[config.mk]
export PLATFORM = sky130hd
export DESIGN_NAME = pc_fetch_ctrl
export DESIGN_NICKNAME = d
export VERILOG_FILES = /design/src/rtl/pc_fetch_ctrl.sv
export SDC_FILE = /design/constraint.sdc
export NUM_CORES = 1
export LEC_CHECK = 0
export ABC_AREA = 1
export CAP_MARGIN = 10
export CORE_MARGIN = 5
export CORE_UTILIZATION = 50
export DETAILED_ROUTE_END_ITERATION = 16
export GPL_TIMING_DRIVEN = 0
export HOLD_SLACK_MARGIN = 0.06
export PLACE_DENSITY = 0.86
export SLEW_MARGIN = 20
export SYNTH_ARGS = -nofsm -noshare
export SYNTH_HDL_FRONTEND = slang
export SYNTH_SLANG_ARGS = --single-unit
[constraint.sdc]
create_clock -name clk -period 2.9 [get_ports clk]
set_input_delay 0.87 -clock clk [delete_from_list [all_inputs] [get_ports clk]]
set_output_delay 0.87 -clock clk [all_outputs]
set_load 0.01 [all_outputs]
[src/rtl/pc_fetch_ctrl.sv]
// Program counter and instruction-fetch sequencer for the single-cycle RV32 core.
// Runs one request/grant/response fetch at a time and holds the result until the core retires it.
module pc_fetch_ctrl #(
  parameter logic [31:0] RESET_PC     = 32'h0000_0000,
  parameter logic [31:0] TRAP_PC      = 32'h0000_0100,
  parameter int unsigned TIMEOUT      = 16,
  // Value instret takes on reset, e.g. to resume a saved count; normally zero.
  parameter logic [31:0] INSTRET_INIT = 32'h0000_0000
) (
  input  logic        clk,
  input  logic        rst_n,
  input  logic [31:0] next_pc,
  input  logic        instr_accept,
  input  logic        fault_clear,
  output logic        imem_req,
  output logic [31:0] imem_addr,
  input  logic        imem_gnt,
  input  logic        imem_rvalid,
  input  logic [31:0] imem_rdata,
  output logic [31:0] pc_out,
  output logic [31:0] instr_out,
  output logic        instr_valid,
  output logic        fault,
  output logic [1:0]  fault_cause,
  output logic [31:0] fault_addr,
  output logic [31:0] instret
);

  localparam logic [2:0] S_IDLE  = 3'd0;
  localparam logic [2:0] S_REQ   = 3'd1;
  localparam logic [2:0] S_WAIT  = 3'd2;
  localparam logic [2:0] S_VALID = 3'd3;
  localparam logic [2:0] S_FAULT = 3'd4;

  localparam logic [7:0] LP_CNT_MAX = 8'(TIMEOUT - 1);

  logic [2:0]  r_state;
  logic [31:0] r_pc;
  logic [31:0] r_instr;
  logic        r_instr_valid;
  logic        r_fault;
  logic [1:0]  r_fault_cause;
  logic [31:0] r_fault_addr;
  logic [31:0] r_instret;
  logic [7:0]  r_cnt;
  logic        w_aligned;

  assign w_aligned = (next_pc[1:0] == 2'b00);

  always_ff @(posedge clk or negedge rst_n) begin
    if (!rst_n) begin
      r_state       <= S_IDLE;
      r_pc          <= RESET_PC;
      r_instr       <= 32'h0;
      r_instr_valid <= 1'b0;
      r_fault       <= 1'b0;
      r_fault_cause <= 2'b00;
      r_fault_addr  <= 32'h0;
      r_instret     <= INSTRET_INIT;
      r_cnt         <= 8'h0;
    end else begin
      case (r_state)
        S_IDLE: r_state <= S_REQ;
        S_REQ: begin
          if (imem_gnt && imem_rvalid) begin
            r_instr       <= imem_rdata;
            r_instr_valid <= 1'b1;
            r_state       <= S_VALID;
          end else if (imem_gnt) begin
            r_cnt   <= 8'h0;
            r_state <= S_WAIT;
          end
        end
        S_WAIT: begin
          // A response arriving in the final counted cycle still wins over the timeout.
          if (imem_rvalid) begin
            r_instr       <= imem_rdata;
            r_instr_valid <= 1'b1;
            r_state       <= S_VALID;
          end else if (r_cnt == LP_CNT_MAX) begin
            r_fault       <= 1'b1;
            r_fault_cause <= 2'b10;
            r_fault_addr  <= r_pc;
            r_state       <= S_FAULT;
          end else begin
            r_cnt <= r_cnt + 8'd1;
          end
        end
        S_VALID: begin
          if (instr_accept) begin
            r_instret     <= r_instret + 32'd1;
            r_instr_valid <= 1'b0;
            if (w_aligned) begin
              r_pc    <= next_pc;
              r_state <= S_REQ;
            end else begin
              r_fault       <= 1'b1;
              r_fault_cause <= 2'b01;
              r_fault_addr  <= next_pc;
              r_state       <= S_FAULT;
            end
          end
        end
        S_FAULT: begin
          if (fault_clear) begin
            r_pc          <= TRAP_PC;
            r_fault       <= 1'b0;
            r_fault_cause <= 2'b00;
            r_state       <= S_REQ;
          end
        end
        default: r_state <= S_IDLE;
      endcase
    end
  end

  assign imem_req    = (r_state == S_REQ);
  assign imem_addr   = r_pc;
  assign pc_out      = r_pc;
  assign instr_out   = r_instr;
  assign instr_valid = r_instr_valid;
  assign fault       = r_fault;
  assign fault_cause = r_fault_cause;
  assign fault_addr  = r_fault_addr;
  assign instret     = r_instret;

endmodule

# Yosys cells after proc, flatten, opt, wreduce, memory -nomap -nowiden
# Index checks and enable logic that the tools add are counted.
dict set report totals {
  latchBits 0
  ram_bits 0
  input_bits 70
  memories 0
  ff_bits 143
  output_inout_bits 165
  mem_bits_ro 0
}
dict set report classes {
  n_addsub 2
  shifts 0
  mul 0
  bitwise_logic 0
  order_cmp 0
  muxes 41
  eq_ne 18
  div_mod_pow 0
  n_reduce_logical 16
}
# op n
set op_table {}
lappend op_table {{$mux 32} 9}
lappend op_table {{$pmux 32 s2} 3}
lappend op_table {{$add 32x1->32 const B} 1}
lappend op_table {{$mux 8} 4}
lappend op_table {{$mux 3} 7}
lappend op_table {{$ne 2x2->1 const B} 9}
lappend op_table {{$pmux 8 s2} 1}
lappend op_table {{$pmux 3 s5} 1}
lappend op_table {{$reduce_and 4->1} 3}
lappend op_table {{$mux 2} 5}
lappend op_table {{$reduce_and 5->1} 2}
lappend op_table {{$add 8x1->8 const B} 1}
lappend op_table {{$eq 8x4->1 const B} 1}
lappend op_table {{$mux 1} 8}
lappend op_table {{$eq 3x2->1 const B} 2}
lappend op_table {{$pmux 1 s3} 2}
lappend op_table {{$pmux 2 s3} 1}
lappend op_table {{$reduce_and 6->1} 1}
lappend op_table {{$reduce_bool 2->1} 3}
lappend op_table {{$reduce_bool 3->1} 2}
lappend op_table {{$ne 2x1->1 const B} 2}
lappend op_table {{$eq 3x1->1 const B} 1}
lappend op_table {{$eq 3x3->1 const B} 1}
lappend op_table {{$logic_not 3->1} 1}
lappend op_table {{6 further kinds} 6}

# Logic depth before layout (Yosys ltp)
# Gate-level depths: netlist of run 1.
dict set report depth {
  ltp_word 4
  depth_mapped 11
  mapped_depth_nobuf 10
}

# Worst setup path after synthesis of run 1
# OpenSTA, ideal clock, no wires.
dict set report synth_path {
  path_kind {in2reg}
  from {in instr_accept}
  to {reg r_instret[18] (netlist: instret[18])}
  setup_time_ns 0.126
  arrival_time_ns 1.682
  n_path_buf 1
  slack_ns 1.091
  path_stages 5
  cell_sequence {nand4_1 buf_2 nor3_1 nand2_1 xnor2_1}
}
dict set report synth_between {
  elab_chain_len 1
}
# element line
set synth_rtl {}
lappend synth_rtl {{start: declaration} 13} ;# input logic instr_accept,
lappend synth_rtl {{$reduce_and 2->1 (no line)} -}
lappend synth_rtl {{end signal: assignment} 91} ;# r_instret <= r_instret + 32'd1;
lappend synth_rtl {{end: declaration} 44} ;# logic [31:0] r_instret;
# Every way passes these cells.
# A chain may end at the register's enable or synchronous reset.

# Final worst setup path of run 1
dict set report layout_path {
  from {reg r_state[2]}
  to {out imem_req}
}
dict set report layout_between {
  elab_chain_len 1
}
# element line
set layout_rtl {}
lappend layout_rtl {{start: declaration} 37} ;# logic [2:0] r_state;
lappend layout_rtl {{start signal: assignment} 52} ;# r_state <= S_IDLE;
lappend layout_rtl {{start signal: assignment} 63} ;# S_IDLE: r_state <= S_REQ;
lappend layout_rtl {{start signal: assignment} 68} ;# r_state <= S_VALID;
lappend layout_rtl {{$eq 3x1->1} 117} ;# assign imem_req = (r_state == S_REQ);
lappend layout_rtl {{end: declaration} 15} ;# output logic imem_req,
# Every way passes these cells.

==> key figures, run 1 <==
Global route
  – Initial antenna violation count: 0
  – Vias in the first global route: 6,715
  – Largest net degree at the start of global routing: 88
  – GRT Util Overall: 25.8%
  – Grt total ovfl: 0
  – Global-route wire length before repair: 33,700 µm

Placed design
  – # port buffers: 234
  – GP Congestion: 0.870
  – Post-DP HPWL: 15,300 µm
  – DP Area: 0.00972 mm²
  – Dpl ws: 0.291 ns

Power
  – Tot Pwr: 10.5 mW
  – Cell Pwr Density: 1010 mW/mm²
  – Max VDD drop: 0.624 mV
  – Leakage: 4.92 nW

Clock network
  – Clock latency on the worst-skew pair: 0.43 ns
  – Setup bufs post-CTS: 0
  – H-tree depth: 4
  – Reg clk slew, reported paths: 0.06 ns
  – Clk buf depth: 2
  – CTS Hold Bufs: 0
  – Clk sinks: 143
  – TritonCTS clock tree: done
  – Cts bufs inserted: 17
  – PostCTS Resize Cnt: 0
  – Root buffer cell: clkbuf_16

Flow run
  – Max Cap Viol: 0

Timing
  – Slew Viols, Final: 0
  – WHS: 0.363 ns
  – Setup TNS: 0 ns
  – Final setup viols: 0
  – Final Hold Viols: 0
  – Fin crit share: 92.2%
  – RSZ-0062 raised after global routing: no
  – Minimum clock period: 2.67 ns
  – Worst-margin pin slew: 0.574 ns
  – F_max: 0.374 GHz
  – Clock Skew: 0.00852 ns
  – Final setup margin: 0.227 ns
  – Worst slew margin: 61.8%

Synthesis
  – Synth Instances: 898
  – Post-synthesis cell type count: 31
  – Seq/Total Area, Yosys: 50.3%
  – YS warnings: 0
  – Count leader, synth: nand2_1
  – Asr flop ratio synth: 100%
  – Synth top area cells: dfrtp_1, nand2_1, nand3_1
  – Post-synth EDFFs: 0
  – Post-synth top area share: 50.3%
  – Prevailing post-synth register cell: dfrtp_1
  – Top cells by count, synth: nand2_1, dfrtp_1, nand3_1, inv_1, nor2_1
  – Largest area contributor in the netlist: dfrtp_1
  – Post-synth net total: 970
  – Mapped Area: 0.00712 mm²
  – Avg Cell Area, Syn: 7.93 µm²
  – Seq cells post-synth: 143

Setup path
  – Crit Path Max Fanout: 5
  – CP arrival: 1.80 ns
  – Crit. End Element: primary output
  – Startpoint Class: flop
  – Required @ worst endpoint: 2.03 ns
  – Crit Path Class: reg2out

Die
  – Number of core rows: 43
  – Vert. Die Dim: 129 µm
  – Starting Density: 51.1%
  – IO Count: 235
  – Core Area: 0.0139 mm²
  – Die area: 0.0167 mm²
  – Die Wd: 129 µm

Routing
  – Total number of vias: 6,909
  – Vias per cell: 5.14
  – Antenna violation net count after detailed routing: 0
  – WL/cell: 15.8 µm
  – DR DRC count: 0
  – First DRT Iteration DRCs: 758
  – WL final: 21,200 µm
  – DRT Pass-1 Iters: 5

Final layout
  – Share of layout cells above drive strength 1: 10.2%
  – Area growth, synth to finish: 45.3%
  – # fillers: 996
  – N_diodes: 0
  – Nets@finish: 1,224
  – Final Cell Area: 0.0103 mm²

Outcome
  – Status: complete, no violations

Hold path
  – HP Class: in2async
==> placed cells by master, fill, tap and decap left out, types with 3 or more instances in the layout <==
cell type and n:
inv_2 4, clkinv_2 3, xor2_1 10, inv_6 3, nand2_2 4, bufinv_16 4, nor2_1 54, clkdlybuf4s50_1 233
nand3_2 7, dfrtp_1 143, clkbuf_16 17, clkbuf_1 9, nand2_1 368, buf_4 36, nand4_1 17, clkinvlp_4 3
o21ai_2 5, o21ai_0 51, xnor2_1 13, inv_1 56, nand3_1 71, buf_6 7, nor3_1 11, buf_2 13
==> worst max-delay path, stage by stage (launching register included) <==
cell and delay (ns):
dfrtp_1 0.40, inv_2 0.11, nand2_1 0.11, nor2_2 0.17
clkdlybuf4s50_1 0.60
==> path summary, 6_finish.rpt <==
kind	depth (start not counted)	to	slack, ns	start
min	1	fault_addr[15]	0.36	rst_n
min in group clk	2	instr_out[12]	0.47	instr_out[12]
max reg2reg	8	instret[26]	1.04	instret[0]
max	4	imem_req	0.23	r_state[2]
max in group asynchronous	2	fault_addr[31]	1.77	rst_n
min reg2reg	2	instr_out[12]	0.47	instr_out[12]
==> metal layers <==
metal	routed length (µm)	vias to the layer above	track usage, %
met2	10400	293	42.1
met3	1760	45	7.17
met4	663	0	9.70
li1	-	3313	-
met1	8370	3258	32.9
met5	0	-	0
==> metrics by stage <==
step	cells	utilization [%]
6_report	1345	74.2
5_1_grt	1345	74.2
2_1_floorplan	898	-
3_3_place_gp	1312	69.5
4_1_cts	1345	74.2
3_5_place_dp	1313	69.7
==> cells by family after synthesis <==
logic type / after synthesis / synth area share [%]
buffers and inverters: 127 / 9.60
AO/OA/AOI/OAI: 60 / 4.69
XOR/XNOR: 23 / 2.83
AND/OR/NAND/NOR: 543 / 32.3
flip-flops: 143 / 50.3
adder cells (fa/ha/maj): 2 / 0.351
==> area by class of cell <==
class	count	area (µm²)	share of cell area, %
buffer	66	452	4.37
clock buffer	19	443	4.28
clock inverter	13	184	1.78
inverter	61	231	2.24
multi-input combinational	628	2860	27.6
sequential	143	3580	34.6
tap	180	225	2.18
timing repair buffer	235	2370	23.0
==> power breakdown <==
group / switching (mW) / leakage [nW] / internal (mW)
clock network: 0.860 / 0.300 / 1.46
logic: 2.49 / 2.79 / 2.48
registers: 0.494 / 1.83 / 2.70
total: 3.85 / 4.92 / 6.64
==> state kept, by name (all words and copies together), names as in the netlist <==
| name | flops |
|---|---|
| fault_cause | 2 |
| imem_addr | 32 |
| instret | 32 |
| r_cnt | 8 |
| r_state | 3 |
| instr_valid | 1 |
| fault | 1 |
| fault_addr | 32 |
| instr_out | 32 |
No activity file was read; power rests on OpenSTA's default activity.
==> run 2: changes to the inputs <==
--- a/config.mk
+++ b/config.mk
@@ -13,7 +13,6 @@
 export GPL_TIMING_DRIVEN = 0
 export HOLD_SLACK_MARGIN = 0.06
 export PLACE_DENSITY = 0.86
-export SLEW_MARGIN = 20
 export SYNTH_ARGS = -nofsm -noshare
 export SYNTH_HDL_FRONTEND = slang
 export SYNTH_SLANG_ARGS = --single-unit
==> constraint.sdc (replaced) <==
create_clock -name clk -period 3.15 [get_ports clk]
set_input_delay 0.945 -clock clk [delete_from_list [all_inputs] [get_ports clk]]
set_output_delay 0.945 -clock clk [all_outputs]
set_load 0.01 [all_outputs]
==> key figures, run 2 (same netlist as run 1, synthesis figures left out) <==
Routing
  – WL final: 21,300 µm
  – Antenna violation net count after detailed routing: 0
  – DRT Pass-1 Iters: 6
  – Vias per cell: 5.17
  – DR DRC count: 0
  – First DRT Iteration DRCs: 758
  – Total number of vias: 6,949
  – WL/cell: 15.8 µm

Timing
  – Final Hold Viols: 0
  – F_max: 0.364 GHz
  – Worst-margin pin slew: 0.576 ns
  – Worst slew margin: 61.6%
  – Fin crit share: 87.3%
  – Minimum clock period: 2.75 ns
  – Final setup margin: 0.400 ns
  – RSZ-0062 raised after global routing: no
  – Slew Viols, Final: 0
  – Final setup viols: 0
  – Clock Skew: 0.00916 ns

Final layout
  – Nets@finish: 1,224
  – Multi-input logic area: 0.00286 mm²
  – Commonest non-fill, non-tap cell in the layout: nand2_1
  – N_diodes: 0
  – Share of layout cells above drive strength 1: 10.2%
  – # fillers: 997
  – Area growth, synth to finish: 45.3%
  – Sequential Area: 0.00358 mm²
  – Most frequent cells in the layout: nand2_1, clkdlybuf4s50_1, dfrtp_1

Setup path
  – CP bufs+invs: 2
  – Crit. End Element: primary output
  – Max stage delay on crit path: 0.60 ns
  – Crit Path Max Fanout: 5
  – Crit path max-delay family: buffers and inverters
  – Startpoint Class: flop
  – Worst Reg-to-Reg Cells: 10
  – CP arrival: 1.81 ns
  – Slowest-stage cell, CP: clkdlybuf4s50_1
  – CP Depth: 4
  – Cell Chain, Critical Path: inv_2 > nand2_1 > nor2_2 > clkdlybuf4s50_1
  – Required @ worst endpoint: 2.20 ns
  – Crit Path Class: reg2out

Power
  – Max VDD drop: 0.575 mV
  – Leakage: 4.92 nW
  – Cell Pwr Density: 934 mW/mm²
  – Tot Pwr: 9.66 mW

Outcome
  – Status: complete, no violations

Hold path
  – Hold Path Stages: 2
  – HP Class: reg2reg

Clock network
  – Clk sinks: 143
  – CTS Hold Bufs: 0
  – Setup bufs post-CTS: 0
  – H-tree depth: 4
  – Cts bufs inserted: 17
  – TritonCTS clock tree: done
  – Clk buf depth: 2
  – PostCTS Resize Cnt: 0
  – Reg clk slew, reported paths: 0.06 ns
  – Root buffer cell: clkbuf_16
  – Clock latency on the worst-skew pair: 0.43 ns

Global route
  – Initial antenna violation count: 0
  – Grt total ovfl: 0
  – GRT Util Overall: 25.8%
  – Global-route wire length before repair: 33,700 µm
  – Largest net degree at the start of global routing: 88
  – Vias in the first global route: 6,715

Die
  – Die area: 0.0167 mm²
  – Core Area: 0.0139 mm²
  – Vert. Die Dim: 129 µm
  – Number of core rows: 43
  – Die Wd: 129 µm
  – Starting Density: 51.1%
  – IO Count: 235

Placed design
  – Post-DP HPWL: 15,300 µm
  – # port buffers: 234
  – Dpl ws: 0.466 ns
  – GP Congestion: 0.870

Flow run
  – Max Cap Viol: 0
run 2: per-layer routing:
metal  GRT usage [%]  vias to the layer above  share of wire [%]
met5               0                        -                  0
met4            9.70                        0                3.2
li1                -                     3314                  -
met1            32.9                     3279                 40
met3            7.17                       49                8.3
met2            42.1                      307                 49
run 2: area by class of cell:
| class | instances | share of cell area (%) |
|---|---|---|
| inverters | 61 | 2.24 |
| well taps | 180 | 2.18 |
| clock buffers | 19 | 4.28 |
| clock inverters | 13 | 1.78 |
| plain buffers | 66 | 4.37 |
| flip-flops and latches | 143 | 34.6 |
| repair buffers | 235 | 22.9 |
| multi-input cells | 628 | 27.6 |
run 2: worst register-to-register path: stages (launching register included):
cell	delay (ns)
dfrtp_1	0.40
ha_1	0.21
nand2_1	0.06
nor2_1	0.19
nand2_1	0.10
nor2_1	0.17
nand2_1	0.14
nor2_1	0.23
nand2_1	0.09
nand2_1	0.08
nand2_1	0.06
run 2: metrics by stage:
step | cells | hold slack, ns | instance area [µm²] | setup TNS [ns] | util [%]
finish | 1345 | 0.470 | 10300 | 0 | 74.2
global route | 1345 | 0.484 | 10300 | 0 | 74.2
CTS | 1345 | 0.472 | 10300 | 0 | 74.2
detailed placement | 1313 | 0.457 | 9710 | 0 | 69.7
global placement | 1312 | 0.453 | 9690 | -666.47 | 69.5
floorplan | 898 | 0.468 | 7120 | 0 | -
run 2: final timing paths:
kind / from / to / slack, ns
max reg2reg: instret[0] / instret[24] / 1.28
min in group asynchronous: rst_n / fault_addr[15] / 0.48
max in group asynchronous: rst_n / fault_addr[31] / 1.86
max: r_state[2] / imem_req / 0.40
min reg2reg: instr_out[12] / instr_out[12] / 0.47
min: instr_out[12] / instr_out[12] / 0.47
run 2: report_power, final:
group,total (mW),switching [mW],leakage [nW],internal [mW]
Combinational,4.58,2.30,2.79,2.28
Clock,2.14,0.794,0.300,1.35
Sequential,2.94,0.455,1.83,2.48
==> edit (settings of run 1) <==
Put one more register stage on the output `fault_addr`. The value now appears one clock later. The other outputs are not delayed to match.
--- a/src/rtl/pc_fetch_ctrl.sv
+++ b/src/rtl/pc_fetch_ctrl.sv
@@ -123,3 +123,5 @@
   assign fault_cause = r_fault_cause;
-  assign fault_addr  = r_fault_addr;
+  always_ff @(posedge clk) begin
+    fault_addr <= r_fault_addr;
+  end
   assign instret     = r_instret;
Function: changed (Yosys sat finds a counterexample within 4 cycles, from zero or initial values and one cycle with rst_n low).
==> edit against run 1 <==
  * Clock skew hardly changed
  * Total power grew 3.2%
  * Final area increased by 3.1%
  * Area after synthesis grew 5.2%
  * Non-clock buffer count decreased by 8
  * Highest routed layer unchanged
  * Worst setup slack worse by 0.074 ns
  * Wire length fell by 1.6%
  * Sequential cell count up 32
  * Global-route usage is 2.3 points lower
==> edit: results (changes against run 1) <==
Power and ir drop
  – P_leak: 5.20 nW (+5.7%)
  – Peak VDD IR: 0.796 mV (+28%)

Routing
  – WL final: 20.9 mm (-1.6%)
  – Drt wl/cell: 16.0 µm (+1.3%)
  – Via count: 6599 (-4.5%)
  – Initial DRC count: 605 (-20%)

Synthesis
  – XOR/XNOR Fraction of Synth Area: 2.57% (-0.26 points)
  – Avg Cell Area, Syn: 8.77 µm² (+11%)
  – Synth unique cells: 28 (-9.7%)
  – Top cells by area, synth: dfrtp_1 48%, nand2_1 16%, dfxtp_1 8.6%
  – Top cells by count, synth: 323 x nand2_1, 143 x dfrtp_1, 57 x nor2_1, 51 x nand3_1, 46 x inv_1
  – Post-synthesis sequential area ratio: 56.3% (+6.1 points)
  – Mapped Nets: 926 (-4.5%)
  – Post-Synth Adder-Cell Area: 0.334% (-0.017 points)

Critical path
  – Worst reg2reg path depth: 10 (+2)
  – Worst Path Arrival: 1.88 ns (+0.08 ns)
  – RR Startpoint: r_state[1]

Timing
  – Least-Margin Pin Slew: 0.649 ns (+0.0750 ns)
  – Fin Hold WS: 0.368 ns (+0.00568 ns)

Global route
  – First-pass GRT wire length: 33.6 mm (-0.35%)
  – Largest net degree at the start of global routing: 84 (-4.5%)
  – Gr usage total: 23.5% (-2.3 points)

Placed design
  – HPWL after DPL: 15.1 mm (-1.3%)
  – RePlAce Congestion: 0.855 (-1.7%)

Status
  – Status: finished, final reports clean

Finish
  – Fillcell total: 1089 (+9.3%)
  – Nets@finish: 1180 (-3.6%)

Min path
  – Hold Path Class: reg2reg
edit: routing by layer:
| layer | track usage, % | wire (µm) | up-vias |
|---|---|---|---|
| li1 | - | - | 3186 |
| met1 | 28.9 | 8200 | 3156 |
| met2 | 40.1 | 10800 | 225 |
| met3 | 6.45 | 1370 | 32 |
| met4 | 7.69 | 517 | 0 |
| met5 | 0 | 0 | - |
edit: power breakdown:
group,leakage (nW),switching (W),internal [W],total (W)
logic,2.81,0.00231,0.00243,0.00474
clock network,0.284,0.00105,0.00115,0.00220
registers,2.10,0.000577,0.00330,0.00388
total,5.20,0.00394,0.00688,0.0108
edit: area by class of cell:
cell class,instances,share of cell area [%]
multi-input combinational,567,25.1
tap,184,2.16
timing repair buffer,235,22.3
clock buffer,17,3.99
clock inverter,15,1.29
buffer,58,3.67
inverter,54,1.90
sequential,175,39.6
antenna,2,0.0469
edit: stage by stage:
stage	setup WS, ns	utilization, %	TNS, ns
2_1_floorplan	1.15	-	0
3_3_place_gp	-4.77	69.0	-681.20
3_5_place_dp	0.336	69.2	0
4_1_cts	0.161	73.0	0
5_1_grt	0.0863	73.1	0
6_report	0.153	73.1	0
edit: how the worst max path moves through the flow:
| stage | from | endpoint | slack (ns) |
|---|---|---|---|
| floorplan | instr_accept | instret[20] | 1.15 |
| global placement | rst_n | instret[31] | -4.77 |
| detailed placement | instr_accept | instret[17] | 0.34 |
| CTS | r_state[2] | imem_req | 0.16 |
| global route | r_state[2] | imem_req | 0.09 |
| finish | r_state[2] | imem_req | 0.15 |
edit: logic make-up (layout without fill, tap and decap cells):
logic type / Yosys count / in the layout
xor gates and xnor gates: 22 / 22
and+or+nand+nor: 470 / 470
DFF: 175 / 175
buffers and inverters: 112 / 379
muxes: 30 / 30
AOI/OAI and AO/OA: 43 / 43
adders and majority gates: 2 / 2
other: 0 / 2
